--- src/rtl/mem_access_unit.sv ---
// mem_access_unit
//  CPU-side initiator for a 16-bit big-endian data RAM (CS / RW_ / addr / data).
//  Turns load/store requests into RAM cycles:
//   word load  : IDLE -> RD -> RESP
//   byte load  : IDLE -> RD -> RESP           (lane extracted, sign/zero extended)
//   word store : IDLE -> WR -> RESP
//   byte store : IDLE -> RD -> WR -> RESP     (read-modify-write of one lane)
//   fault      : IDLE -> RESP                 (no RAM cycle at all)
//  Optional build macro: MAU_ALIGN_CHECK_EN
//   defined     -> word access at an odd address faults
//   not defined -> odd word addresses are legal, range check only
//  The memory-side outputs are decoded only from the state register and the
//  latched request registers, so they never depend on the live request inputs.
module mem_access_unit #(
  parameter logic [15:0] MEM_TOP = 16'd14
) (
  input  logic        clk,
  input  logic        rst,
  input  logic        req,
  input  logic        wr,
  input  logic        byte_op,
  input  logic        sext,
  input  logic [15:0] addr,
  input  logic [15:0] wdata,
  output logic        ready,
  output logic        done,
  output logic        fault,
  output logic [15:0] rdata,
  output logic        mem_cs,
  output logic        mem_rw_,
  output logic [15:0] mem_addr,
  output logic [15:0] mem_wdata,
  input  logic [15:0] mem_rdata
);

  typedef enum logic [1:0] {
    IDLE = 2'd0,
    RD   = 2'd1,
    WR   = 2'd2,
    RESP = 2'd3
  } state_t;

  state_t      state_r;
  state_t      state_nxt_s;

  // Latched request
  logic        wr_r;
  logic        byte_r;
  logic        sext_r;
  logic        lane_lo_r;   // 1: byte lives in [7:0], 0: byte lives in [15:8]
  logic [15:0] waddr_r;     // word address driven onto the RAM bus
  logic [15:0] wbuf_r;      // write data; becomes the merged word for byte stores
  logic        fault_r;
  logic [15:0] rdata_r;

  // Request decode on the live inputs (used only on the accepting edge)
  logic        req_fault_s;
  logic [15:0] req_waddr_s;
  logic        req_lane_lo_s;

  // RD-cycle datapath on the RAM read bus
  logic [7:0]  lane_s;
  logic [15:0] merged_s;
  logic [15:0] load_s;

  // Address legality, word address and byte lane for the incoming request
  always_comb begin
    req_fault_s   = 1'b0;
    req_waddr_s   = addr;
    req_lane_lo_s = 1'b0;
    if (byte_op) begin
      if (addr <= MEM_TOP) begin
        req_waddr_s   = addr;
        req_lane_lo_s = 1'b0;
      end else if (addr == (MEM_TOP + 16'd1)) begin
        // Last byte of memory: reach it through the word that ends there.
        req_waddr_s   = addr - 16'd1;
        req_lane_lo_s = 1'b1;
      end else begin
        req_fault_s   = 1'b1;
      end
    end else begin
`ifdef MAU_ALIGN_CHECK_EN
      req_fault_s = (addr > MEM_TOP) | addr[0];
`else
      req_fault_s = (addr > MEM_TOP);
`endif
    end
  end

  // Lane selection, byte-store merge and load-result formatting from RAM data
  always_comb begin
    lane_s   = 8'h00;
    merged_s = 16'h0000;
    load_s   = 16'h0000;
    if (lane_lo_r) begin
      lane_s   = mem_rdata[7:0];
      merged_s = {mem_rdata[15:8], wbuf_r[7:0]};
    end else begin
      lane_s   = mem_rdata[15:8];
      merged_s = {wbuf_r[7:0], mem_rdata[7:0]};
    end
    if (byte_r) begin
      load_s = {{8{sext_r & lane_s[7]}}, lane_s};
    end else begin
      load_s = mem_rdata;
    end
  end

  // Next-state selection
  always_comb begin
    state_nxt_s = state_r;
    case (state_r)
      IDLE: begin
        if (req) begin
          if (req_fault_s) begin
            state_nxt_s = RESP;
          end else if (!wr || byte_op) begin
            state_nxt_s = RD;
          end else begin
            state_nxt_s = WR;
          end
        end else begin
          state_nxt_s = IDLE;
        end
      end
      RD: begin
        if (wr_r) begin
          state_nxt_s = WR;
        end else begin
          state_nxt_s = RESP;
        end
      end
      WR:      state_nxt_s = RESP;
      RESP:    state_nxt_s = IDLE;
      default: state_nxt_s = IDLE;
    endcase
  end

  // State register
  always_ff @(posedge clk) begin
    if (rst) begin
      state_r <= IDLE;
    end else begin
      state_r <= state_nxt_s;
    end
  end

  // Request latch, RD capture and response registers
  always_ff @(posedge clk) begin
    if (rst) begin
      wr_r      <= 1'b0;
      byte_r    <= 1'b0;
      sext_r    <= 1'b0;
      lane_lo_r <= 1'b0;
      waddr_r   <= 16'h0000;
      wbuf_r    <= 16'h0000;
      fault_r   <= 1'b0;
      rdata_r   <= 16'h0000;
    end else begin
      case (state_r)
        IDLE: begin
          if (req) begin
            wr_r      <= wr;
            byte_r    <= byte_op;
            sext_r    <= sext;
            lane_lo_r <= req_lane_lo_s;
            waddr_r   <= req_waddr_s;
            wbuf_r    <= wdata;
            fault_r   <= req_fault_s;
            rdata_r   <= 16'h0000;
          end
        end
        RD: begin
          // The only cycle in which the RAM read bus is looked at.
          if (wr_r) begin
            wbuf_r <= merged_s;
          end else begin
            rdata_r <= load_s;
          end
        end
        RESP: begin
          fault_r <= 1'b0;
          rdata_r <= 16'h0000;
        end
        default: begin
          fault_r <= fault_r;
        end
      endcase
    end
  end

  // Handshake and RAM bus decode from state and latched registers
  always_comb begin
    ready     = (state_r == IDLE);
    done      = (state_r == RESP);
    fault     = (state_r == RESP) & fault_r;
    rdata     = rdata_r;
    mem_cs    = (state_r == RD) || (state_r == WR);
    mem_rw_   = (state_r != WR);
    if (mem_cs) begin
      mem_addr = waddr_r;
    end else begin
      mem_addr = 16'h0000;
    end
    if (state_r == WR) begin
      mem_wdata = wbuf_r;
    end else begin
      mem_wdata = 16'h0000;
    end
  end

endmodule

--- config.mk ---
export PLATFORM = sky130hd
export DESIGN_NAME = mem_access_unit
export DESIGN_NICKNAME = d
export VERILOG_FILES = /design/src/rtl/mem_access_unit.sv
export SDC_FILE = /design/constraint.sdc
export NUM_CORES = 1
export LEC_CHECK = 0
export ABC_AREA = 0
export BUFFER_PORTS_ARGS = -buffer_cell sky130_fd_sc_hd__buf_2
export CAP_MARGIN = 0
export CORE_AREA = 8 8 105 107
export CTS_CLUSTER_SIZE = 12
export DETAILED_ROUTE_END_ITERATION = 10
export DIE_AREA = 0 0 113 115
export GPL_ROUTABILITY_DRIVEN = 0
export SYNTH_ARGS = -nofsm -noshare
export SYNTH_HDL_FRONTEND = slang
export SYNTH_SLANG_ARGS = --single-unit
--- constraint.sdc ---
create_clock -name clk -period 2.23 [get_ports clk]
set_input_delay 0.223 -clock clk [delete_from_list [all_inputs] [get_ports clk]]
set_output_delay 0.223 -clock clk [all_outputs]
set_load 0.05 [all_outputs]
==> run_results.csv, run 1 <==
group,metric,value,unit
outcome,status,"finished clean",
timing,relSlewSlack,43.88,%
timing,post-route-min-period,1.980,ns
routing,drt_iter0_markers,126,
floorplan,pin_count,107,
routing,vias_per_cell,4.939,
place,io_buffers,106,
cells_and_area,final_cell_area,3530,um^2
yosys,yosys_warnings,0,
cells_and_area,final_common_cell,"buf_2",
grt,grt_max_degree,32,
grt,grt_overflow,0,
clocking,clockRootBuffer,"clkbuf_8",
clocking,clock_latency,0.32,ns
critical_path,arrival,2.20,ns
clocking,post_cts_buffers,0,
grt,grt_pass1_vias,2753,
clocking,cts.sinks,55,
timing,slew_viol_final,0,
place,dp_slack,0.2009,ns
critical_path,cp_max_fo,30,
yosys,ys_ff_latch,55,
routing,routed_wl,8544,um
timing,tightest_slew,0.8401,ns
timing,hold_viol_final,0,
floorplan,die_h,115,um
floorplan,coreArea,9459,um^2
yosys,ys_seq_area_share,40.05,%
grt,grt_pass1_wl,14140,um
yosys,synth.avg_cell_area,8.381,um^2
yosys,async_reset_ff_share,0,%
floorplan,die_w,113,um
yosys,synth_edf_count,0,
grt,grtUsageTotal,13.36,%
critical_path,cp.required,2.45,ns
routing,remaining_drc_errors,0,
critical_path,rrSetupSlack,0.25,ns
grt,antenna_found_initial,1,
flow_run,cap_violations,0,
yosys,postSynthNetCount,389,
timing,tns,0,ns
cells_and_area,ff_latch_area,1101,um^2
cells_and_area,layout_common_cells,"buf_2 (106), nand2_1 (56), dfxtp_1 (55)",
cells_and_area,syn_to_final_growth,28.40,%
pwr,leakagePower,0.001611,uW
clocking,cts_tree,"built",
worst_hold_path,worstHoldPathType,"primary input to flip-flop",
pwr,vdd_ir_drop_max,292.2,uV
floorplan,num_rows,36,
timing,setup_viol,0,
clocking,cts_buffer_depth,2,
place,hpwl,6598,um
clocking,htree_levels,2,
routing,ant_nets,0,
pwr,p_per_area,812.8,nW/um^2
yosys,synth.distinct_cells,38,
floorplan,floorplan.initialDensity,29.06,%
yosys,synth_ff_type,"dfxtp_1",
critical_path,worstSetupPathType,"flip-flop to flip-flop",
cells_and_area,layout-drive-gt1-share,32.94,%
clocking,cts_resized,0,
cells_and_area,nets,488,
clocking,cts_hold_buf,0,
routing,first_pass_iters,4,
yosys,synth_cells,328,
routing,num_vias,2677,
yosys,syn_area,2749,um^2
clocking,cts_buffers,5,
floorplan,die-area,13000,um^2
cells_and_area,antenna_cells,0,
critical_path,critPathCaptureType,"flip-flop",
timing,period_share,88.80,%
clocking,cts.clk_slew.worst_paths,0.12,ns
timing,finClkSkew,0.01518,ns
cells_and_area,multi_input_comb_area,1499,um^2
critical_path,start_kind,"flip-flop",
place,post_dp_cell_area,3387,um^2
timing,worst_slack,0.2498,ns
timing,rsz0062_at_grt,"no",
cells_and_area,fillers,1000,
routing,routedWlPerCell,15.76,um
timing,fmax,0.5050,GHz
[layer usage]
metal | global-route usage (%) | vias to the layer above | share of wire, %
met5 | 0 | - | 0.094
met4 | 3.819 | 2 | 1.8
met3 | 5.462 | 16 | 9.7
met2 | 20.95 | 108 | 44
met1 | 16.47 | 1211 | 44
li1 | - | 1340 | -
[path summary, 6_finish.rpt]
check,startpoint,end,cells after the start
setup / recovery,state_r[1],wbuf_r[1],7
hold reg to reg,waddr_r[6],waddr_r[6],2
setup reg to reg,state_r[1],wbuf_r[1],7
hold / removal,wr,wr_r,3
[cell usage after synthesis, types with 2 or more instances]
master	n	share of area [%]
and2_1	26	5.9
nor2b_1	2	0.46
inv_1	14	1.9
o211ai_1	17	4.6
ha_1	7	3.2
o21ai_1	3	0.55
a221oi_1	8	2.5
buf_2	4	0.73
nand2_1	57	7.8
nand2b_1	5	1.1
clkbuf_1	11	1.5
o2bb2ai_2	8	4.4
dfxtp_1	55	40
or3_1	2	0.46
buf_1	6	0.82
o311ai_1	2	0.64
nor2_1	27	3.7
a21oi_1	31	5.6
nor4_2	3	1.4
a2bb2oi_1	8	2.5
o22ai_1	8	1.8
mux2i_1	8	2.9
[through the flow]
step | power (uW) | util, % | std cells | hold WS (ns)
6_report | 2869 | 37.31 | 542 | 0.1382
4_1_cts | 2889 | 37.29 | 542 | 0.1319
2_1_floorplan | 1816 | - | 328 | 0.3590
5_1_grt | 3033 | 37.31 | 542 | 0.1426
3_3_place_gp | 2061 | 35.81 | 534 | 0.4387
3_5_place_dp | 2077 | 35.81 | 534 | 0.4448
[layout make-up]
class	instances	area share, %
timing repair buffer	114	16.73
multi-input combinational	236	42.47
clock inverter	3	2.021
clock buffer	5	1.950
inverter	15	1.595
sequential	55	31.19
tap	114	4.041
[flip-flops by register name (all words and copies together), names as in the netlist]
register and count:
waddr_r 16, sext_r 1, state_r 2, wr_r 1, byte_r 1, fault_r 1
lane_lo_r 1, wbuf_r 16, rdata 16
[worst max-delay path: stages (launching register included)]
cell	delay [ns]
dfxtp_1	0.37
inv_1	0.07
ha_1	0.21
buf_4	0.23
nand2b_1	0.14
o211a_1	0.34
nand2_2	0.18
a221oi_1	0.34
[kinds of logic after synthesis]
family,Yosys count,synth area share (%)
DFF,55,40.05
and+or+nand+nor,129,23.08
adders and majority gates,7,3.186
AOI/OAI and AO/OA,91,24.85
muxes,9,3.323
buffers and inverters,37,5.507
[where the power goes]
| group | internal, uW | total [uW] | switching [uW] |
|---|---|---|---|
| Combinational | 290 | 914 | 623 |
| Clock | 456 | 817 | 361 |
| Sequential | 1090 | 1140 | 48.4 |
(Power assumes the default switching activity.)
==> inputs of run 2 (changes only) <==
--- a/config.mk
+++ b/config.mk
@@ -8,3 +8,3 @@
 export ABC_AREA = 0
-export BUFFER_PORTS_ARGS = -buffer_cell sky130_fd_sc_hd__buf_2
+export BUFFER_PORTS_ARGS = -buffer_cell sky130_fd_sc_hd__clkbuf_2
 export CAP_MARGIN = 0
--- a/constraint.sdc
+++ b/constraint.sdc
@@ -3,2 +3,2 @@
 set_output_delay 0.223 -clock clk [all_outputs]
-set_load 0.05 [all_outputs]
+set_load 0.005 [all_outputs]
==> run_results.csv, run 2 (synthesis gave the netlist of run 1 again) <==
group,metric,value,unit
timing,relSlewSlack,44.79,%
routing,drt_iter0_markers,104,
critical_path,arrival,2.25,ns
critical_path,cp.required,2.49,ns
timing,setup_viol,0,
pwr,p_per_area,700.4,nW/um^2
timing,fin_hold_ws,0.1366,ns
cells_and_area,multi_input_comb_area,1499,um^2
floorplan,die_h,115,um
timing,rsz0062_at_grt,"no",
cells_and_area,ff_latch_area,1101,um^2
routing,first_pass_iters,4,
routing,num_vias,2681,
worst_hold_path,min_from,"sext",
grt,grt_pass1_wl,13830,um
timing,tns,0,ns
clocking,cts_resized,0,
pwr,pwr-share-seq,46.8,%
clocking,post_cts_buffers,0,
clocking,clockRootBuffer,"clkbuf_8",
grt,antenna_found_initial,0,
critical_path,cp_max_fo,10,
grt,grt_max_degree,32,
pwr,power.share.clock,24.6,%
timing,post-route-min-period,1.995,ns
critical_path,rr_worst_depth,6,
clocking,cts_buffer_depth,2,
timing,fmax,0.5013,GHz
routing,routed_wl,8497,um
cells_and_area,nets,487,
clocking,htree_levels,2,
routing,routedWlPerCell,15.71,um
worst_hold_path,worstHoldPathType,"primary input to flip-flop",
pwr,vdd_ir_drop_max,279.2,uV
clocking,cts_tree,"built",
timing,tightest_slew,0.8264,ns
grt,grt_pass1_vias,2799,
critical_path,worstSetupPathType,"flip-flop to flip-flop",
timing,finClkSkew,0.01516,ns
timing,period_share,89.45,%
grt,grt_overflow,0,
floorplan,num_rows,36,
critical_path,start_kind,"flip-flop",
cells_and_area,antenna_cells,0,
pwr,p_sw,831.5,uW
critical_path,r2r_start,"state_r[1]",
worst_hold_path,whs_path_depth,3,
clocking,clock_latency,0.31,ns
timing,slew_viol_final,0,
floorplan,coreArea,9459,um^2
cells_and_area,final_common_cell,"clkbuf_2",
timing,hold_viol_final,0,
place,hpwl,6600,um
pwr,comb_power_share,28.6,%
clocking,cts_buffers,5,
routing,remaining_drc_errors,0,
pwr,leakagePower,0.001551,uW
cells_and_area,layout_common_cells,"clkbuf_2 (106), nand2_1 (56), dfxtp_1 (55)",
cells_and_area,layout-drive-gt1-share,32.79,%
grt,grtUsageTotal,13.04,%
floorplan,die-area,13000,um^2
critical_path,rrSetupSlack,0.24,ns
place,io_buffers,106,
critical_path,critPathCaptureType,"flip-flop",
routing,ant_nets,0,
floorplan,die_w,113,um
flow_run,cap_violations,0,
pwr,intPower,1605,uW
worst_hold_path,min_to,"sext_r",
cells_and_area,syn_to_final_growth,26.54,%
clocking,cts_hold_buf,0,
floorplan,pin_count,107,
critical_path,worstReg2RegEnd,"rdata[12]",
floorplan,floorplan.initialDensity,29.06,%
outcome,status,"finished clean",
clocking,cts.clk_slew.worst_paths,0.12,ns
cells_and_area,fillers,1010,
routing,vias_per_cell,4.956,
clocking,cts.sinks,55,
pwr,p_sw_share,34.13,%
-- run 2: changes by cell type in the layout (fill, tap and decap cells not counted) --
cell        delta
buf_2        -106
clkbuf_2     +106
bufinv_16      -2
buf_4          -1
clkinvlp_4     +1
inv_6          +1
-- run 2: worst max-delay path by stage --
| stage | slack [ns] | depth (start not counted) | from | to |
|---|---|---|---|---|
| after global placement | 0.28 | 6 | state_r[1] | rdata[15] |
| after detailed placement | 0.21 | 6 | state_r[1] | rdata[11] |
| after global routing | 0.04 | 6 | state_r[1] | rdata[14] |
| final | 0.24 | 6 | state_r[1] | rdata[12] |
| after floorplan | 0.32 | 7 | state_r[0] | rdata[10] |
| after CTS | 0.19 | 7 | state_r[1] | wbuf_r[4] |
-- run 2: power groups by stage --
stage | clock network, uW | logic (uW) | registers (uW)
floorplan | 0 | 461 | 1150
finish | 600 | 696 | 1140
CTS | 624 | 701 | 1140
global route | 664 | 776 | 1150
global placement | 0 | 686 | 1160
detailed placement | 0 | 699 | 1160
-- run 2: metal layers --
| layer | track usage [%] | vias to the layer above | wire length, um |
|---|---|---|---|
| met5 | 0 | - | 0 |
| met1 | 15.71 | 1232 | 3740 |
| met3 | 4.832 | 8 | 815 |
| met2 | 21.19 | 105 | 3828 |
| li1 | - | 1336 | - |
| met4 | 3.996 | 0 | 113 |
-- run 2: layout make-up --
| type | count | area share (%) |
|---|---|---|
| inverter | 15 | 1.619 |
| clock inverter | 3 | 0.7914 |
| timing repair buffer | 113 | 16.76 |
| clock buffer | 5 | 1.978 |
| tap | 114 | 4.101 |
| sequential | 55 | 31.65 |
| multi-input combinational | 236 | 43.09 |
-- run 2: worst max-delay path, cell delays in order, from the launching register on --
cell       delay (ns)
dfxtp_1          0.37
inv_1            0.07
ha_1             0.20
and2b_4          0.18
o21ai_4          0.26
nor2b_1          0.71
o2bb2ai_2        0.15
-- run 2: metrics by stage --
stage | setup WS, ns | power, uW | cells | utilization (%) | instance area (um^2)
finish | 0.2353 | 2436 | 541 | 36.77 | 3478
global route | 0.04369 | 2594 | 541 | 36.77 | 3478
CTS | 0.1915 | 2466 | 541 | 36.75 | 3476
detailed placement | 0.2056 | 1862 | 533 | 35.73 | 3379
global placement | 0.2757 | 1846 | 533 | 35.73 | 3379
floorplan | 0.3171 | 1608 | 328 | - | 2749
==> inputs of run 3 (changes only) <==
- CELL_PAD_IN_SITES_DETAIL_PLACEMENT: not set -> 0
- CELL_PAD_IN_SITES_GLOBAL_PLACEMENT: not set -> 1
- PLACE_DENSITY_LB_ADDON: not set -> 0.1
==> run_results.csv, run 3 (synthesis gave the netlist of run 1 again) <==
group,metric,value,unit
floorplan,die_h,115,um
floorplan,coreArea,9459,um^2
critical_path,crit_slowest_cell,"dfxtp_1",
cells_and_area,nets,491,
clocking,clockRootBuffer,"clkbuf_8",
grt,grt_overflow,0,
critical_path,cp.required,2.44,ns
clocking,cts_hold_buf,0,
timing,post-route-min-period,1.949,ns
worst_hold_path,worstHoldPathType,"primary input to flip-flop",
grt,antenna_found_initial,0,
critical_path,critPathMaxStageDelay,0.36,ns
cells_and_area,layout_common_cells,"clkbuf_2 (106), nand2_1 (57), dfxtp_1 (55)",
routing,ant_nets,0,
pwr,intPower,1749,uW
floorplan,floorplan.initialDensity,29.06,%
timing,slew_viol_final,0,
cells_and_area,layout-drive-gt1-share,33.18,%
timing,tns,0,ns
critical_path,startpoint,"state_r[1]",
critical_path,cp_max_fo,29,
routing,routed_wl,8934,um
floorplan,num_rows,36,
cells_and_area,antenna_cells,0,
routing,num_vias,2642,
critical_path,path_cells,"inv_1, ha_1, buf_4, nand2b_1, o211a_1, nand2_1, a221oi_1",
clocking,clock_latency,0.31,ns
place,placed_cells,537,
clocking,post_cts_buffers,0,
pwr,vdd_ir_drop_max,277.4,uV
timing,hold_viol_final,0,
floorplan,pin_count,107,
timing,finClkSkew,0.008776,ns
timing,fmax,0.5130,GHz
pwr,p_sw,807.7,uW
clocking,cts.clk_slew.worst_paths,0.10,ns
critical_path,start_kind,"flip-flop",
routing,first_pass_iters,4,
pwr,pwr-share-seq,44.4,%
timing,rsz0062_at_grt,"no",
routing,remaining_drc_errors,0,
grt,grtUsageTotal,13.82,%
timing,fin_hold_ws,0.1295,ns
routing,routedWlPerCell,16.39,um
floorplan,die_w,113,um
grt,grt_pass1_wl,14410,um
pwr,comb_power_share,28.4,%
pwr,p_per_area,724.8,nW/um^2
cells_and_area,final_common_cell,"clkbuf_2",
flow_run,cap_violations,0,
clocking,cts_buffer_depth,2,
timing,relSlewSlack,42.73,%
critical_path,arrival,2.16,ns
place,post_dp_cell_area,3410,um^2
pwr,p_sw_share,31.59,%
place,io_buffers,106,
timing,tightest_slew,0.8572,ns
pwr,leakagePower,0.001586,uW
clocking,cts_tree,"built",
clocking,htree_levels,2,
timing,period_share,87.42,%
worst_hold_path,min_from,"sext",
grt,grt_max_degree,31,
timing,setup_viol,0,
clocking,cts_buffers,5,
place,hpwl,6894,um
critical_path,r2r_start,"state_r[1]",
critical_path,critPathCaptureType,"flip-flop",
critical_path,crit_buf_inv,2,
floorplan,die-area,13000,um^2
critical_path,cp_top_family,"compound AO/OA/AOI/OAI gates",
routing,vias_per_cell,4.848,
critical_path,worstSetupPathType,"flip-flop to flip-flop",
cells_and_area,fin_cells,545,
grt,grt_pass1_vias,2792,
cells_and_area,syn_to_final_growth,28.31,%
routing,drt_iter0_markers,77,
pwr,power.share.clock,27.2,%
clocking,cts.sinks,55,
clocking,cts_resized,0,
cells_and_area,final_cell_area,3527,um^2
outcome,status,"finished clean",
-- run 3: cell types whose count changed in the layout (fill, tap and decap cells not counted) --
cell and delta:
inv_6 -1, clkinv_2 +1, bufinv_16 +1, nand2_2 -1, inv_8 -1, nand2_1 +1
clkinvlp_4 -1, clkbuf_8 +1, buf_4 +4
-- run 3: worst paths after layout --
kind,endpoint,slack (ns),cells after the start
worst min-delay path,sext_r,0.13,3
worst min register to register,waddr_r[1],0.46,2
worst max-delay path,wbuf_r[2],0.28,7
worst max register to register,wbuf_r[2],0.28,7
-- run 3: metrics by stage --
step / util [%] / total power [uW] / setup WS [ns]
3_3_place_gp: 36.05 / 1888 / 0.3519
5_1_grt: 37.29 / 2729 / 0.07988
2_1_floorplan: - / 1608 / 0.3171
3_5_place_dp: 36.05 / 1893 / 0.3043
4_1_cts: 37.29 / 2595 / 0.2743
6_report: 37.29 / 2557 / 0.2806
-- run 3: cell type report --
type / instances / area [um^2]
Clock buffer: 6 / 82.58
Sequential cell: 55 / 1101
Multi-Input combinational cell: 236 / 1496
Tap cell: 114 / 142.6
Clock inverter: 2 / 35.03
Fill cell: 1034 / 5932
Inverter: 15 / 56.30
Timing Repair Buffer: 117 / 613.1
-- run 3: tightest hold or removal path, stage by stage --
cell and delay [ns]:
clkbuf_2 0.08, nand2_1 0.05, a21oi_1 0.05
-- run 3: per-layer routing --
metal / vias up / track usage (%) / part of all wire (%)
li1: 1341 / - / -
met1: 1212 / 16.50 / 45
met2: 82 / 23.57 / 47
met3: 7 / 4.412 / 7.3
met4: 0 / 3.375 / 1.0
met5: - / 0 / 0
-- run 3: power by group through the flow --
stage / clock network, uW / logic, uW / registers (uW)
floorplan: 0 / 461 / 1150
global placement: 0 / 732 / 1160
detailed placement: 0 / 735 / 1160
CTS: 721 / 738 / 1140
global route: 764 / 814 / 1150
finish: 696 / 726 / 1130
